--- src/rtl/pipeline_trace_capture_if.sv ---
// Read-side stream of captured trace entries: {pc, alu_result} head with valid/ready.
interface pipeline_trace_capture_if;
    logic [63:0] out_data;
    logic        out_valid;
    logic        out_ready;

    modport master (output out_data, output out_valid, input out_ready);
    modport slave  (input out_data, input out_valid, output out_ready);
endinterface

--- src/rtl/pipeline_trace_capture.sv ---
// Trigger-armed trace recorder: captures {test_pc, test_alu_result} into a FIFO
// after a PC match and lets a host drain it over a valid/ready stream.
module pipeline_trace_capture #(
    parameter int unsigned DEPTH = 16,
    parameter int unsigned PTR_W = 4,
    parameter int unsigned LEN_W = 8
) (
    input  logic                   clk,
    input  logic                   reset,
    input  logic [31:0]            test_pc,
    input  logic [31:0]            test_alu_result,
    input  logic                   arm,
    input  logic [31:0]            trig_pc,
    input  logic [LEN_W-1:0]       capture_len,
    pipeline_trace_capture_if.master trace,
    output logic [1:0]             state,
    output logic                   overflow,
    output logic [PTR_W:0]         count
);
    localparam int unsigned CNT_W  = PTR_W + 1;
    localparam int unsigned DATA_W = 64;

    typedef enum logic [1:0] {
        IDLE    = 2'b00,
        ARMED   = 2'b01,
        CAPTURE = 2'b10,
        DONE    = 2'b11
    } state_e;

    state_e              st_q;
    logic [31:0]         trig_pc_q;
    logic [LEN_W-1:0]    len_q;
    logic [LEN_W-1:0]    taken_q;
    logic [DATA_W-1:0]   mem [DEPTH];
    logic [PTR_W-1:0]    rd_ptr;
    logic [PTR_W-1:0]    wr_ptr;

    logic [DATA_W-1:0]   sample;
    logic                match;
    logic                push_req;
    logic                pop;
    logic                full;
    logic                push;
    logic                drop;
    logic [LEN_W-1:0]    taken_nx;
    logic [PTR_W-1:0]    rd_nx;
    logic [CNT_W-1:0]    cnt_nx;
    logic [DATA_W-1:0]   head_d;

    assign state = st_q;

    // Push/pop decisions; a pop on an arm cycle is discarded along with the FIFO.
    always_comb begin
        sample   = {test_pc, test_alu_result};
        match    = (st_q == ARMED) && (test_pc == trig_pc_q);
        push_req = !arm && (match || (st_q == CAPTURE));
        pop      = trace.out_valid && trace.out_ready && !arm;
        full     = (count == CNT_W'(DEPTH));
        push     = push_req && (!full || pop);
        drop     = push_req && full && !pop;
        taken_nx = taken_q + LEN_W'(1);
        rd_nx    = rd_ptr + PTR_W'(pop);
        cnt_nx   = count + CNT_W'(push) - CNT_W'(pop);
    end

    // Next head value so out_data can be registered; a push into a drained FIFO bypasses memory.
    always_comb begin
        head_d = '0;
        if (cnt_nx != '0) begin
            if (push && (count == CNT_W'(pop))) begin
                head_d = sample;
            end else begin
                head_d = mem[rd_nx];
            end
        end
    end

    always_ff @(posedge clk) begin
        if (reset) begin
            st_q            <= IDLE;
            trig_pc_q       <= '0;
            len_q           <= '0;
            taken_q         <= '0;
            rd_ptr          <= '0;
            wr_ptr          <= '0;
            count           <= '0;
            overflow        <= 1'b0;
            trace.out_data  <= '0;
            trace.out_valid <= 1'b0;
        end else if (arm) begin
            st_q            <= ARMED;
            trig_pc_q       <= trig_pc;
            len_q           <= (capture_len == '0) ? LEN_W'(1) : capture_len;
            taken_q         <= '0;
            rd_ptr          <= '0;
            wr_ptr          <= '0;
            count           <= '0;
            overflow        <= 1'b0;
            trace.out_data  <= '0;
            trace.out_valid <= 1'b0;
        end else begin
            if (push) begin
                mem[wr_ptr] <= sample;
                wr_ptr      <= wr_ptr + PTR_W'(1);
            end
            if (drop) begin
                overflow <= 1'b1;
            end
            rd_ptr          <= rd_nx;
            count           <= cnt_nx;
            trace.out_data  <= head_d;
            trace.out_valid <= (cnt_nx != '0);

            // Dropped samples still advance the taken count.
            case (st_q)
                ARMED: begin
                    if (match) begin
                        taken_q <= LEN_W'(1);
                        st_q    <= (len_q == LEN_W'(1)) ? DONE : CAPTURE;
                    end
                end
                CAPTURE: begin
                    taken_q <= taken_nx;
                    if (taken_nx == len_q) begin
                        st_q <= DONE;
                    end
                end
                default: ;
            endcase
        end
    end
endmodule

--- src/flat_wrapper.sv ---
// flat-port wrapper written by rule: the top's interface ports become plain ports
module pipeline_trace_capture_flat 
#(
    parameter int unsigned DEPTH = 16,
    parameter int unsigned PTR_W = 4,
    parameter int unsigned LEN_W = 8
)
  (clk, reset, test_pc, test_alu_result, arm, trig_pc, capture_len, state, overflow, count, trace_out_data, trace_out_valid, trace_out_ready);
  pipeline_trace_capture_if trace_i ();
  input  logic clk;
  input  logic reset;
  input  logic [31:0] test_pc;
  input  logic [31:0] test_alu_result;
  input  logic arm;
  input  logic [31:0] trig_pc;
  input  logic [LEN_W-1:0] capture_len;
  output logic [1:0] state;
  output logic overflow;
  output logic [PTR_W:0] count;
  output wire logic [$bits(trace_i.out_data)-1:0] trace_out_data;
  output wire logic [$bits(trace_i.out_valid)-1:0] trace_out_valid;
  input wire logic [$bits(trace_i.out_ready)-1:0] trace_out_ready;
  assign trace_out_data = trace_i.out_data;
  assign trace_out_valid = trace_i.out_valid;
  assign trace_i.out_ready = trace_out_ready;
  pipeline_trace_capture #(.DEPTH(DEPTH), .PTR_W(PTR_W), .LEN_W(LEN_W)) u_core (.clk(clk), .reset(reset), .test_pc(test_pc), .test_alu_result(test_alu_result), .arm(arm), .trig_pc(trig_pc), .capture_len(capture_len), .trace(trace_i), .state(state), .overflow(overflow), .count(count));
endmodule
--- config.mk ---
export PLATFORM = sky130hd
export DESIGN_NAME = pipeline_trace_capture_flat
export DESIGN_NICKNAME = d
export VERILOG_FILES = /design/src/rtl/pipeline_trace_capture_if.sv /design/src/rtl/pipeline_trace_capture.sv /design/src/flat_wrapper.sv
export SDC_FILE = /design/constraint.sdc
export NUM_CORES = 1
export LEC_CHECK = 0
export ABC_CLOCK_PERIOD_IN_PS = 5750
export BUFFER_PORTS_ARGS = -buffer_cell sky130_fd_sc_hd__buf_4
export CAP_MARGIN = 10
export CORE_MARGIN = 8
export CORE_UTILIZATION = 50
export CTS_CLUSTER_DIAMETER = 120
export DETAILED_ROUTE_END_ITERATION = 8
export PLACE_DENSITY = 0.79
export SETUP_SLACK_MARGIN = 0.3
export SLEW_MARGIN = 20
export SYNTH_ARGS = -nofsm -noshare
export SYNTH_HDL_FRONTEND = slang
export SYNTH_SLANG_ARGS = --single-unit
--- constraint.sdc ---
create_clock -name clk -period 5.75 [get_ports clk]
set_clock_uncertainty 0.05 [all_clocks]
set_input_delay 0.8625 -clock clk [delete_from_list [all_inputs] [get_ports clk]]
set_output_delay 0.8625 -clock clk [all_outputs]
set_load 0.01 [all_outputs]
==> run summary <==
Setup Viol. Count Final - 0
Synth top cells by count - 1024 x edfxtp_1, 320 x mux4_2, 129 x dfxtp_1
Synthesized instance count - 2097
RD Place Congestion - 0.814
First-pass GRT wire length - 158000 um
Total die area - 98200 um^2
Clk pin slew, worst setup/hold paths - 60 ps
Arrival time worst endpoint - 4960 ps
CP peak stage delay - 530 ps
Avg Cell Area, Syn - 21.1 um^2
Number of failing hold endpoints at the final stage - 0
Worst Reg-to-Reg Cells - 16
Root buffer cell - clkbuf_16
Overall routed net length - 109000 um
Clock latency on the worst-skew pair - 680 ps
CP Buf/Inv Count - 3
Number of placed I/O pins - 181
Critical R2R Capture - u_core.trace.out_data[32]$_SDFF_PP0_
CP max-delay cell - buf_12
Post-route design area - 50900 um^2
Max-Cap Viols - 0
Critical-path cell list - inv_1, ha_1, nor2b_1, nor4bb_1, or4_1, o31a_1, inv_1, ha_1, fa_1, a21oi_1, o21bai_1, xnor2_1, a31oi_4, buf_12, nand4_1, o21ai_1
Antenna violations before repair - 6
WS Path Type - reg -> reg
Slew margin rel. - 0.176
Worst Slack Setup Final - 1330 ps
Initial Util - 0.502
Std-Cell Core Area - 88000 um^2
Die height - 313 um
DP Wirelength - 55600 um
Hold endpoint - u_core.trig_pc_q[2]$_SDFFE_PP0P_
Synthesis Warnings - 0
Sink Count - 1153
CTS Buffer Depth - 3
Grt ovf - 0
Share of cells above drive strength 1 - 0.307
Vias in the first global route - 23600
IO Port Bufs - 180
Critical path data required time - 6290 ps
Final ANT Viol Nets - 0
Final slew viol count - 0
Mapped Nets - 2221
Hold path depth - 3
CP endpoint kind - flop
Max FO, Critical Path - 129
Total leakage power - 0.0160 uW
Largest net degree at the start of global routing - 130
PostCTS Resize Cnt - 0
GRT Util Overall - 0.217
R2r setup slk - 1330 ps
Dominant cell type by area after synthesis - edfxtp_1
Row cnt - 109
Worst hold path class - in -> reg
Final core utilization - 0.578
Die Wd - 313 um
Final Net Count - 2439
Cell Pwr Density - 339 nW/um^2
Yosys reg bits - 1153
Synth top area share - 0.696
DRC violations left - 0
EDFF count, synth - 1024
Sequential area share after synthesis - 0.754
# fillers - 6112
CTS tree - done
Worst slack, placed - 706 ps
Setup_tns - 0 ps
Ys async rst share - 0
1st-pass router iterations - 7
Max Clk Rate - 226 MHz
Unique masters post-synth - 51
Worst reg2reg path startpoint - u_core.count[3]$_SDFF_PP0_
CP Launch Type - flop
H-Tree Depth - 3
Area of the multi-input gates - 10500 um^2
Most common cell in the netlist - edfxtp_1
Worst-margin pin slew - 1240 ps
Hold Startpoint - trig_pc[2]
DRT iter0 DRCs - 2928
Area delta synth->final - 15.1%
Max VDD drop - 244 uV
Area after DPL - 47300 um^2
Synth top area cells - edfxtp_1 70%, mux4_2 16%, dfxtp_1 5.8%
Post-CTS setup repair buffer count - 0
Period utilization - 0.768
Status - complete, no violations
Top delay family on crit path - simple AND/OR/NAND/NOR gates
Ys flop type - edfxtp_1
CTS buffer count - 108
Register area - 33300 um^2
Vias per cell - 6.31
Minimum clock period - 4420 ps
Mapped cell area - 44200 um^2
Avg WL per Cell - 30.3 um
CTS Hold Bufs - 0
RSZ-0062 raised after global routing - false
Vias - 22600
[placed cells by master, fill, tap and decap left out, drive strengths merged, types with 3 or more instances in the layout]
cell type / Yosys / layout
mux2i: 40 / 40
nor4: 9 / 9
xor2: 30 / 30
a211oi: 4 / 4
nand2: 82 / 82
diode: 0 / 5
or3: 4 / 4
nor4b: 3 / 3
edfxtp: 1024 / 1024
xnor2: 17 / 17
mux4: 320 / 320
nor3: 7 / 7
buf: 51 / 232
clkbuf: 73 / 153
clkinv: 0 / 36
and4: 3 / 3
or2: 4 / 4
and2: 8 / 8
nor2: 65 / 65
dfxtp: 129 / 129
nand3: 8 / 8
a21oi: 17 / 17
o21ai: 67 / 67
a32o: 5 / 5
ha: 15 / 15
inv: 16 / 22
nand4: 68 / 68
bufinv: 0 / 9
[registers in the layout (all words and copies together) (netlist names)]
register and flops:
u_core.trace.out_data 64, u_core.len_q 8, u_core.count 5, u_core.rd_ptr 4
u_core.state 2, u_core.wr_ptr 4, u_core.trig_pc_q 32, u_core.mem 1024
u_core.taken_q 8, u_core.overflow 1, u_core.trace.out_valid 1
[final cells by class]
type / count / share of cell area
tap: 1165 / 0.0287
antenna: 5 / 0.000246
sequential: 1153 / 0.655
clock buffer: 153 / 0.0590
multi-input combinational: 804 / 0.206
timing repair buffer: 232 / 0.0392
clock inverter: 53 / 0.0108
inverter: 16 / 0.00118
[per-layer routing]
metal  vias up  global-route usage  routed length, um  share of wire
met4         0              0.0694               2990          0.028
li1       9118                   -                  -              -
met2      1389               0.367              55200           0.51
met1     11900               0.286              40800           0.38
met5         -                   0                  0              0
met3       200              0.0391               9630          0.089
[worst min-delay path: stages]
cell,delay [ps]
buf_4,80
mux2i_1,50
nor2_1,70
[cells by family (layout without fill, tap and decap cells)]
family,count (synthesis),count (layout),share of synthesized area
compound gates,108,108,0.0146
mux,361,361,0.172
flops,1153,1153,0.754
xor+xnor,47,47,0.00931
simple gates,272,272,0.0310
fa+ha+maj,16,16,0.00470
other cells,0,5,0
buf+inv,140,454,0.0138
[stage by stage]
stage          hold WS (ps)  std cells  power, uW
2_1_floorplan           419       2097       9850
3_3_place_gp            435       3368      10300
3_5_place_dp            430       3368      10300
4_1_cts                 336       3574      17300
5_1_grt                 364       3581      17700
6_report                373       3581      17200
[where the power goes]
group,total (uW),switching [uW],internal (uW)
Combinational,903,542,362
Sequential,9220,51.6,9170
Clock,7110,3060,4060
Total,17200,3650,13600
[worst max-delay path by stage]
stage | start | to | depth (start not counted)
after CTS | test_pc[23] | u_core.trace.out_data[32]$_SDFF_PP0_ | 15
after floorplan | arm | u_core.mem[12][0]$_DFFE_PP_ | 8
after global routing | u_core.count[3]$_SDFF_PP0_ | u_core.trace.out_data[42]$_SDFF_PP0_ | 16
after global placement | test_pc[23] | u_core.trace.out_data[62]$_SDFF_PP0_ | 15
final | u_core.count[3]$_SDFF_PP0_ | u_core.trace.out_data[32]$_SDFF_PP0_ | 16
after detailed placement | test_pc[23] | u_core.trace.out_data[37]$_SDFF_PP0_ | 15
Power figures use the tool's default switching activity.
